[config.mk]
export PLATFORM = sky130hd
export DESIGN_NAME = aud_i2s_tx_fifo
export DESIGN_NICKNAME = d
export VERILOG_FILES = /design/src/rtl/aud_i2s_tx_fifo.sv
export SDC_FILE = /design/constraint.sdc
export NUM_CORES = 1
export LEC_CHECK = 0
export CORE_MARGIN = 1.5
export CORE_UTILIZATION = 35
export CTS_BUF_LIST = sky130_fd_sc_hd__clkbuf_8
export DETAILED_ROUTE_END_ITERATION = 6
export PLACE_DENSITY = 0.58
export SLEW_MARGIN = 20
export SYNTH_ARGS = -nofsm -noshare
export SYNTH_HDL_FRONTEND = slang
export SYNTH_SLANG_ARGS = --single-unit
export TNS_END_PERCENT = 100
[constraint.sdc]
create_clock -name i_clk -period 5.2 [get_ports i_clk]
set_clock_uncertainty 0.2 [all_clocks]
set_input_delay 0.78 -clock i_clk [delete_from_list [all_inputs] [get_ports i_clk]]
set_output_delay 0.78 -clock i_clk [all_outputs]
set_load 0.02 [all_outputs]
[src/rtl/aud_i2s_tx_fifo.sv]
// aud_i2s_tx_fifo: stereo I2S / left-justified DAC transmitter fed from a sample-pair FIFO
module aud_i2s_tx_fifo #(
  parameter int DATA_W      = 16,
  parameter int FIFO_DEPTH  = 4,
  parameter int MODE        = 0,
  parameter int SYNC_STAGES = 2
) (
  input  logic                          i_clk,
  input  logic                          i_rst,
  input  logic                          i_en,
  input  logic                          i_bclk,
  input  logic                          i_daclrck,
  input  logic                          i_valid,
  input  logic [DATA_W-1:0]             i_data_l,
  input  logic [DATA_W-1:0]             i_data_r,
  output logic                          o_ready,
  output logic [$clog2(FIFO_DEPTH):0]   o_level,
  output logic                          o_underrun,
  output logic                          o_aud_dacdat
);
  localparam int AW = $clog2(FIFO_DEPTH);
  localparam int LW = AW + 1;
  localparam int CW = $clog2(DATA_W + 1);
  localparam logic [LW-1:0] FULL = LW'(FIFO_DEPTH);
  localparam logic [CW-1:0] LAST = CW'(DATA_W);
  localparam logic LJ = (MODE != 0);
  typedef enum logic [1:0] {IDLE, ARM, LEFT, RIGHT} state_t;
  state_t state_q, state_d;
  logic [SYNC_STAGES-1:0] bclk_sync_q, bclk_sync_d, lrck_sync_q, lrck_sync_d;
  logic bclk_prev_q, bclk_prev_d, lrck_q, lrck_d;
  logic [LW-1:0] wr_ptr_q, wr_ptr_d, rd_ptr_q, rd_ptr_d;
  logic ready_q, ready_d, underrun_q, underrun_d, dout_q, dout_d;
  logic [DATA_W-1:0] shreg_q, shreg_d, hold_r_q, hold_r_d, load;
  logic [CW-1:0] bitcnt_q, bitcnt_d;
  logic [DATA_W-1:0] mem_l [FIFO_DEPTH];
  logic [DATA_W-1:0] mem_r [FIFO_DEPTH];
  logic bclk_s, lrck_s, fall, slot_edge, left_edge, right_edge;
  logic playing, empty, push, pop_req, pop, load_r;
  assign o_ready      = ready_q & ~i_rst;
  assign o_level      = wr_ptr_q - rd_ptr_q;
  assign o_underrun   = underrun_q;
  assign o_aud_dacdat = dout_q;
  always_comb begin
    bclk_sync_d = {bclk_sync_q[SYNC_STAGES-2:0], i_bclk};
    lrck_sync_d = {lrck_sync_q[SYNC_STAGES-2:0], i_daclrck};
    bclk_s      = bclk_sync_q[SYNC_STAGES-1];
    lrck_s      = lrck_sync_q[SYNC_STAGES-1];
    bclk_prev_d = bclk_s;
    fall        = bclk_prev_q & ~bclk_s;
    lrck_d      = fall ? lrck_s : lrck_q;
    slot_edge   = fall & (lrck_s != lrck_q);
    left_edge   = slot_edge & ~lrck_s;
    right_edge  = slot_edge & lrck_s;
    playing     = i_en & (state_q == LEFT || state_q == RIGHT);
    empty       = wr_ptr_q == rd_ptr_q;
    push        = i_valid & o_ready;
    pop_req     = i_en & left_edge & (state_q != IDLE);
    pop         = pop_req & ~empty;
    load_r      = playing & right_edge & (state_q == LEFT);
    wr_ptr_d    = wr_ptr_q + LW'(push);
    rd_ptr_d    = rd_ptr_q + LW'(pop);
    ready_d     = (wr_ptr_d - rd_ptr_d) != FULL;
    underrun_d  = underrun_q | (pop_req & empty);
    hold_r_d    = pop_req ? (empty ? '0 : mem_r[rd_ptr_q[AW-1:0]]) : hold_r_q;
    load        = pop_req ? (empty ? '0 : mem_l[rd_ptr_q[AW-1:0]]) : hold_r_q;
    state_d     = !i_en ? IDLE : state_q == IDLE ? ARM : pop_req ? LEFT : load_r ? RIGHT : state_q;
    shreg_d     = shreg_q;
    bitcnt_d    = bitcnt_q;
    dout_d      = dout_q & playing;
    // Left-justified drives the MSB on the slot edge itself; I2S waits one fall
    if (pop_req | load_r) begin
      shreg_d  = LJ ? load << 1 : load;
      bitcnt_d = LJ ? CW'(1) : '0;
      dout_d   = LJ & load[DATA_W-1];
    end else if (playing & fall) begin
      dout_d   = (bitcnt_q < LAST) ? shreg_q[DATA_W-1] : 1'b0;
      shreg_d  = shreg_q << 1;
      bitcnt_d = (bitcnt_q < LAST) ? bitcnt_q + CW'(1) : bitcnt_q;
    end
  end
  always_ff @(posedge i_clk) begin
    if (push) begin
      mem_l[wr_ptr_q[AW-1:0]] <= i_data_l;
      mem_r[wr_ptr_q[AW-1:0]] <= i_data_r;
    end
    if (i_rst) begin
      state_q     <= IDLE;
      bclk_sync_q <= '0;
      lrck_sync_q <= '0;
      bclk_prev_q <= 1'b0;
      lrck_q      <= 1'b0;
      wr_ptr_q    <= '0;
      rd_ptr_q    <= '0;
      ready_q     <= 1'b1;
      underrun_q  <= 1'b0;
      dout_q      <= 1'b0;
      shreg_q     <= '0;
      hold_r_q    <= '0;
      bitcnt_q    <= '0;
    end else begin
      state_q     <= state_d;
      bclk_sync_q <= bclk_sync_d;
      lrck_sync_q <= lrck_sync_d;
      bclk_prev_q <= bclk_prev_d;
      lrck_q      <= lrck_d;
      wr_ptr_q    <= wr_ptr_d;
      rd_ptr_q    <= rd_ptr_d;
      ready_q     <= ready_d;
      underrun_q  <= underrun_d;
      dout_q      <= dout_d;
      shreg_q     <= shreg_d;
      hold_r_q    <= hold_r_d;
      bitcnt_q    <= bitcnt_d;
    end
  end
endmodule
==> results of run 1 <==
[metrics by stage]
| step | setup WS (ns) | power [mW] | area (µm²) | instances |
|---|---|---|---|---|
| 3_3_place_gp | 1.22 | 1.74 | 8020 | 769 |
| 6_report | 1.52 | 2.71 | 8450 | 801 |
| 3_5_place_dp | 1.07 | 1.74 | 8020 | 769 |
| 5_1_grt | 1.38 | 2.80 | 8450 | 801 |
| 4_1_cts | 1.56 | 2.74 | 8440 | 801 |
| 2_1_floorplan | 0.894 | 1.68 | 7400 | 477 |
[power groups by stage]
| stage | sequential [mW] | combinational, mW | clock (mW) |
|---|---|---|---|
| 3_3_place_gp | 1.61 | 0.124 | 0 |
| 5_1_grt | 1.58 | 0.138 | 1.08 |
| 4_1_cts | 1.58 | 0.128 | 1.03 |
| 3_5_place_dp | 1.61 | 0.128 | 0 |
| 2_1_floorplan | 1.61 | 0.0693 | 0 |
| 6_report | 1.58 | 0.126 | 1.00 |
[worst min-delay path by stage]
stage | cells past startpoint | endpoint | slack, ns | start
2_1_floorplan | 1 | bclk_sync_q[1] | 0.21 | bclk_sync_q[0]
3_3_place_gp | 1 | bclk_sync_q[1] | 0.24 | bclk_sync_q[0]
3_5_place_dp | 1 | bclk_sync_q[1] | 0.24 | bclk_sync_q[0]
4_1_cts | 2 | hold_r_q[0] | 0.26 | hold_r_q[0]
5_1_grt | 1 | bclk_sync_q[1] | 0.29 | bclk_sync_q[0]
6_report | 1 | bclk_sync_q[1] | 0.25 | bclk_sync_q[0]
[flip-flops by register name, summed over array words and instances (netlist names)]
register / cells
bclk_prev_q: 1
mem_l: 64
mem_r: 64
lrck_q: 1
bitcnt_q: 5
rd_ptr_q: 3
ready_q: 1
hold_r_q: 16
state_q: 2
shreg_q: 16
o_aud_dacdat: 1
wr_ptr_q: 3
o_underrun: 1
lrck_sync_q: 2
bclk_sync_q: 2
[area by class of cell]
class | count | area, µm²
clock inverter | 15 | 190
inverter | 12 | 45.0
timing repair buffer | 52 | 498
fill | 1894 | 12400
multi-input combinational | 248 | 2210
tap | 275 | 344
clock buffer | 17 | 234
sequential | 182 | 4930
[cell families after synthesis]
logic type	after synthesis	share of synthesized area, %
flops	182	66.5
simple gates	106	7.44
compound gates	88	8.77
buf+inv	47	3.95
mux	33	10.2
xor+xnor	11	1.30
fa+ha+maj	10	1.79
[routing by layer]
| layer | wire (µm) | vias to the layer above |
|---|---|---|
| li1 | - | 1945 |
| met1 | 6240 | 2122 |
| met2 | 7100 | 70 |
| met3 | 425 | 9 |
| met4 | 201 | 0 |
| met5 | 0 | - |
[worst max-delay path: stages]
cell and delay, ns:
clkdlybuf4s50_1 0.61, nand2b_2 0.30, or4_1 0.77, nor2_2 0.17, ha_1 0.17, ha_1 0.13
inv_1 0.05, ha_1 0.16, nand2b_1 0.15, xnor2_1 0.22, xnor2_1 0.15, nand4_1 0.12
[layout by cell type (no fill, tap or decap), types with 10 or more instances in the layout]
master	Yosys	routed
a21o_1	14	14
a21oi_1	21	21
a32o_1	15	15
clkbuf_8	5	17
clkdlybuf4s50_1	0	43
dfxtp_1	54	53
edfxtp_1	128	128
inv_1	12	12
mux4_2	25	25
nand2_1	25	25
nand3_1	31	31
nor2_1	13	10
o221ai_1	15	15
o22ai_1	15	15
==> impl_metrics.json, run 1 <==
{
  "synth_edf_count": 128,
  "rsz0062_at_grt": "false",
  "synth-seq-cells": 182,
  "pwr-share-comb_pct": 4.7,
  "yosysWarningCount": 0,
  "die_h_um": 148,
  "drtAntennaViolNets": 0,
  "worst_pin_slew_ns": 1.00,
  "rr_endpoint": "ready_q",
  "fmaxAchievable_mhz": 272,
  "p_sw_mw": 0.591,
  "core-area_um2": 20900,
  "die_width_um": 148,
  "start_util_pct": 35.4,
  "whs_ns": 0.254,
  "met2_usage_pct": 22.3,
  "yosysMostFrequentCell": "edfxtp_1",
  "hold_violations": 0,
  "final_util_pct": 40.4,
  "cts_tree": "done",
  "rrSetupSlack_ns": 1.72,
  "grt_max_degree": 38,
  "status": "finished clean",
  "cp-end-kind": "flip-flop",
  "numCtsBuffers": 17,
  "syn_to_final_growth_pct": 14.1,
  "startpoint": "i_en",
  "dieArea_um2": 22000,
  "dp_hpwl_um": 8890,
  "grt_overflow": 0,
  "cts-root-buf": "clkbuf_8",
  "fp-row-count": 53,
  "finalCritPeriodShare_pct": 70.7,
  "place.gp.congestion": 0.816,
  "globalRouteTotalUtil_pct": 13.4,
  "post-cts-setup-buffers": 0,
  "intPower_mw": 2.12,
  "fin_nets": 561,
  "async_reset_ff_share_pct": 0,
  "grt.met3_usage_pct": 3.25,
  "cp_max_fo": 18,
  "yosysTopAreaCellShare_pct": 51.9,
  "syn_area_um2": 7400,
  "dr.pass1.iters": 4,
  "yosysUniqueCellTypes": 50,
  "ff2ff_path_depth": 14,
  "finalSetupViolations": 0,
  "grt_first_pass_wirelength_um": 22300,
  "p_leak_nw": 2.77,
  "synthTopCellsByArea": "edfxtp_1 52%, dfxtp_1 15%, mux4_2 7.6%, mux4_1 2.5%, nand3_1 2.1%",
  "critPathArrivalTime_ns": 3.80,
  "routed_wl_um": 14000,
  "via_per_inst": 5.18,
  "drive_gt1_share_pct": 15.4,
  "antenna_cells": 0,
  "seq_area_frac_synth_pct": 66.5,
  "mappedNetlistNets": 525,
  "yosys-top-cells-count": "128 x edfxtp_1, 54 x dfxtp_1, 31 x nand3_1, 25 x mux4_2, 25 x nand2_1",
  "ios": 44,
  "cts.sinks": 182,
  "clk_path_buf_depth": 2,
  "drc_errors": 0,
  "sw_frac_of_total_pct": 21.8,
  "crit_type": "in2reg",
  "use_met1_pct": 17.0,
  "p_seq_share_pct": 58.4,
  "io_buffers": 43,
  "syn-instance-count": 477,
  "maxSlewHeadroom_pct": 32.6,
  "wire_per_inst_um": 17.4,
  "vias": 4146,
  "synth_ff_type": "edfxtp_1",
  "busiest_layer": "met2",
  "cts_resized": 0,
  "clkLatencyLatePin_ns": 0.45,
  "drt_iter0_markers": 309,
  "pwr-share-clk_pct": 37.0,
  "first_global_vias": 4226,
  "syn_avg_cell_area_um2": 15.5,
  "hold_path_class": "reg2reg",
  "peakVddDrop_mv": 0.159,
  "cp.required_ns": 5.32,
  "synth_top_area_cell": "edfxtp_1",
  "period_minus_slack_ns": 3.68,
  "drv_cap": 0,
  "antenna_found_initial": 0,
  "htreeDepth": 4,
  "setup-tns-final_ns": 0,
  "powerDensity_nw_per_um2": 321,
  "cts-hold-fix-buffers": 0,
  "r2r-start": "rd_ptr_q[1]",
  "worst_setup_path_start_kind": "input pin",
  "clk_pin_slew_ns": 0.09,
  "slew_violations": 0,
  "endpoint": "ready_q"
}
(Power assumes the default switching activity.)
==> run 2: changes to the inputs <==
==> constraint.sdc (replaced) <==
create_clock -name i_clk -period 3.54 [get_ports i_clk]
set_clock_uncertainty 0.2 [all_clocks]
set_input_delay 0.531 -clock i_clk [delete_from_list [all_inputs] [get_ports i_clk]]
set_output_delay 0.531 -clock i_clk [all_outputs]
set_load 0.02 [all_outputs]
==> run 2 against run 1 <==
Net effect: flip-flop and latch count unchanged; sequential power increased by 47%; register-to-register slack got worse by 1.0 ns; largest cell class unchanged; critical endpoint is now o_level[1]; largest power group unchanged; final area increased by 0.31%; combinational power increased by 53%; die area unchanged; critical path type is now reg2out; power increased by 44%.
==> impl_metrics.json, run 2 (synthesized netlist as in run 1, its figures left out) <==
{
  "powerDensity_nw_per_um2": 461,
  "fp-row-count": 53,
  "stdcell_count": 808,
  "wire_per_inst_um": 17.7,
  "worst-path-buf-inv": 3,
  "cts-hold-fix-buffers": 0,
  "worstPathCellList": "buf_4 > fa_1 > inv_1 > clkdlybuf4s50_1",
  "cts_tree": "done",
  "place.gp.congestion": 0.765,
  "layout_common_cells": "128 x edfxtp_1, 53 x dfxtp_1, 43 x clkdlybuf4s50_1, 31 x nand3_1",
  "finalCritPeriodShare_pct": 87.9,
  "slew_violations": 0,
  "cts.sinks": 182,
  "first_global_vias": 4341,
  "grt_overflow": 0,
  "post-cts-setup-buffers": 0,
  "routed_wl_um": 14300,
  "dieArea_um2": 22000,
  "worst_setup_path_start_kind": "flip-flop",
  "final_common_cell": "edfxtp_1",
  "drt_iter0_markers": 295,
  "ios": 44,
  "clk_path_buf_depth": 2,
  "antenna_cells": 0,
  "p_leak_nw": 2.79,
  "fin_nets": 568,
  "dr.pass1.iters": 5,
  "start_util_pct": 35.4,
  "finalSetupViolations": 0,
  "clkLatencyLatePin_ns": 0.46,
  "hold_violations": 0,
  "power.total_mw": 3.90,
  "dp_cells": 776,
  "critPathArrivalTime_ns": 2.38,
  "worst_pin_slew_ns": 1.05,
  "crit_type": "reg2out",
  "dp_hpwl_um": 8790,
  "numCtsBuffers": 17,
  "rsz0062_at_grt": "false",
  "via_per_inst": 5.20,
  "setup-tns-final_ns": 0,
  "drv_cap": 0,
  "syn_to_final_growth_pct": 14.4,
  "grt_first_pass_wirelength_um": 23100,
  "maxSlewHeadroom_pct": 29.6,
  "die_h_um": 148,
  "status": "finished clean",
  "peakVddDrop_mv": 0.225,
  "die_width_um": 148,
  "cts_resized": 0,
  "fmaxAchievable_mhz": 321,
  "period_minus_slack_ns": 3.11,
  "globalRouteTotalUtil_pct": 13.8,
  "core-area_um2": 20900,
  "antenna_found_initial": 0,
  "cpPeakStageDelay_ns": 0.59,
  "vias": 4203,
  "drc_errors": 0,
  "drtAntennaViolNets": 0,
  "grt_max_degree": 37,
  "hold_path_class": "reg2reg",
  "drive_gt1_share_pct": 16.1,
  "cp_max_fo": 34,
  "clk_pin_slew_ns": 0.09,
  "cp_slowest_cell": "clkdlybuf4s50_1",
  "cp_top_family": "buffers and inverters",
  "cts-root-buf": "clkbuf_8",
  "cp-end-kind": "primary output",
  "whs_ns": 0.250,
  "io_buffers": 43,
  "htreeDepth": 4,
  "cp.required_ns": 2.81
}
run 2: final timing paths:
kind	startpoint	end	slack, ns	cells after the start
max	rd_ptr_q[1]	o_level[1]	0.43	4
min	bclk_sync_q[0]	bclk_sync_q[1]	0.25	1
max reg2reg	bclk_sync_q[1]	ready_q	0.72	11
min reg2reg	bclk_sync_q[0]	bclk_sync_q[1]	0.25	1
run 2: metrics by stage:
stage / utilization, % / cell area, µm² / setup WS [ns]
finish: 40.6 / 8470 / 0.428
detailed placement: 38.6 / 8070 / 0.471
floorplan: - / 7400 / -0.517
global route: 40.6 / 8470 / 0.276
global placement: 38.6 / 8070 / 0.535
CTS: 40.6 / 8470 / 0.348
run 2: area by class of cell:
class                           count  area [µm²]
Multi-Input combinational cell    248        2200
Timing Repair Buffer               59         551
Inverter                           12        45.0
Tap cell                          275         344
Clock buffer                       20         275
Sequential cell                   182        4930
Fill cell                        1934       12400
Clock inverter                     12         128
run 2: report_power, final:
part           switching [mW]  total, mW  internal [mW]
Sequential             0.0106       2.32           2.31
Combinational           0.108      0.193         0.0842
Clock                   0.705       1.39          0.683
run 2: metal layers:
layer,wire length [µm],vias up,global-route usage [%]
met1,6150,2130,16.8
li1,-,1962,-
met4,393,0,5.25
met5,0,-,0
met2,7170,91,23.6
met3,608,20,3.71
==> run 3: changes to the inputs <==
--- a/config.mk
+++ b/config.mk
@@ -10,7 +10,7 @@
 export CTS_BUF_LIST = sky130_fd_sc_hd__clkbuf_8
 export DETAILED_ROUTE_END_ITERATION = 6
 export PLACE_DENSITY = 0.58
-export SLEW_MARGIN = 20
+export SLEW_MARGIN = 25
 export SYNTH_ARGS = -nofsm -noshare
 export SYNTH_HDL_FRONTEND = slang
 export SYNTH_SLANG_ARGS = --single-unit
==> run 3 against run 2 <==
Net effect: global-route usage did not move; critical path depth did not move; sequential share of layout area hardly changed; flip-flop and latch count is the same; largest cell class unchanged; largest power group unchanged; die area stayed put; routed wire length decreased by 0.59%; combinational power barely moved; register-to-register slack is essentially flat.
==> impl_metrics.json, run 3 (synthesized netlist as in run 1, its figures left out) <==
{
  "die_h_um": 148,
  "period_minus_slack_ns": 3.11,
  "status": "finished clean",
  "drv_cap": 0,
  "ios": 44,
  "worst_setup_path_start_kind": "flip-flop",
  "cp-end-kind": "primary output",
  "rsz0062_at_grt": "false",
  "multiInputGateArea_um2": 2210,
  "antenna_found_initial": 0,
  "cts-hold-fix-buffers": 0,
  "layout_common_cells": "128 x edfxtp_1, 53 x dfxtp_1, 43 x clkdlybuf4s50_1, 31 x nand3_1",
  "drtAntennaViolNets": 0,
  "drc_errors": 0,
  "cts_resized": 0,
  "worst_pin_slew_ns": 0.939,
  "via_per_inst": 5.16,
  "fp-row-count": 53,
  "register_area_um2": 4930,
  "cts-root-buf": "clkbuf_8",
  "dieArea_um2": 22000,
  "htreeDepth": 4,
  "start_util_pct": 35.4,
  "cpPeakStageDelay_ns": 0.59,
  "maxSlewHeadroom_pct": 37.2,
  "drive_gt1_share_pct": 16.3,
  "wire_per_inst_um": 17.6,
  "place.gp.congestion": 0.765,
  "cp_slowest_cell": "clkdlybuf4s50_1",
  "clk_path_buf_depth": 2,
  "dp_hpwl_um": 8790,
  "clk_pin_slew_ns": 0.09,
  "cts.sinks": 182,
  "finish.instance_area_um2": 8480,
  "drt_iter0_markers": 290,
  "grt_first_pass_wirelength_um": 23100,
  "routed_wl_um": 14200,
  "pre_cts_slack_ns": 0.471,
  "powerDensity_nw_per_um2": 460,
  "final_common_cell": "edfxtp_1",
  "fmaxAchievable_mhz": 322,
  "crit_type": "reg2out",
  "grt_max_degree": 37,
  "cts_tree": "done",
  "hold_violations": 0,
  "finalCritPeriodShare_pct": 87.8,
  "vias": 4167,
  "setup_slack_ns": 0.433,
  "globalRouteTotalUtil_pct": 13.8,
  "clkLatencyLatePin_ns": 0.45,
  "dr.pass1.iters": 5,
  "placed_area_um2": 8070,
  "finalSetupViolations": 0,
  "die_width_um": 148,
  "worstPathCellList": "buf_4 > fa_1 > inv_1 > clkdlybuf4s50_1",
  "first_global_vias": 4341,
  "slew_violations": 0,
  "peakVddDrop_mv": 0.219,
  "syn_to_final_growth_pct": 14.5,
  "fin_nets": 568,
  "post-cts-setup-buffers": 0,
  "cp.required_ns": 2.81,
  "fill_cells": 1934,
  "antenna_cells": 0,
  "cp_max_fo": 34,
  "hold_path_class": "reg2reg",
  "grt_overflow": 0,
  "critPathArrivalTime_ns": 2.38,
  "core-area_um2": 20900,
  "p_leak_nw": 2.79,
  "numCtsBuffers": 17,
  "io_buffers": 43
}
==> run 3: power by group <==
group          internal [mW]  total (mW)  switching, mW
logic                 0.0843       0.192          0.108
clock network          0.683        1.39          0.705
registers               2.31        2.32         0.0106
total                   3.08        3.90          0.823
==> run 3: layout make-up <==
cell class,count,share of cell area (%)
flip-flops and latches,182,58.1
multi-input cells,248,26.0
well taps,275,4.06
repair buffers,59,6.50
clock buffers,20,3.25
clock inverters,12,1.51
inverters,12,0.531
==> run 3: layer usage <==
metal	vias to the layer above	routed length, µm	share of wire (%)	global-route usage, %
met5	-	0	0	0
met4	0	303	2.1	5.25
met3	14	561	3.9	3.71
li1	1961	-	-	-
met2	77	7250	51	23.6
met1	2115	6120	43	16.8
==> run 3: final timing paths <==
check / start / end / slack, ns / cells after the start
hold / removal: bclk_sync_q[0] / bclk_sync_q[1] / 0.25 / 1
setup reg to reg: bclk_sync_q[1] / ready_q / 0.72 / 11
setup / recovery: rd_ptr_q[1] / o_level[1] / 0.43 / 4
hold reg to reg: bclk_sync_q[0] / bclk_sync_q[1] / 0.25 / 1
==> run 3: metrics by stage <==
step           utilization, %  cells  hold WS, ns  total power [mW]  TNS (ns)
3_5_place_dp             38.6    776        0.247              2.57         0
2_1_floorplan               -    477        0.214              2.47    -33.11
3_3_place_gp             38.6    776        0.251              2.56         0
5_1_grt                  40.6    808        0.267              4.04         0
4_1_cts                  40.6    808        0.259              3.95         0
6_report                 40.6    808        0.250              3.90         0
==> run 3: critical path: cells and delay by family (launching register included) <==
family / cells / cell delay (ns)
flip-flops: 1 / 0.33
buffers and inverters: 3 / 1.09
adder cells (fa/ha/maj): 1 / 0.51
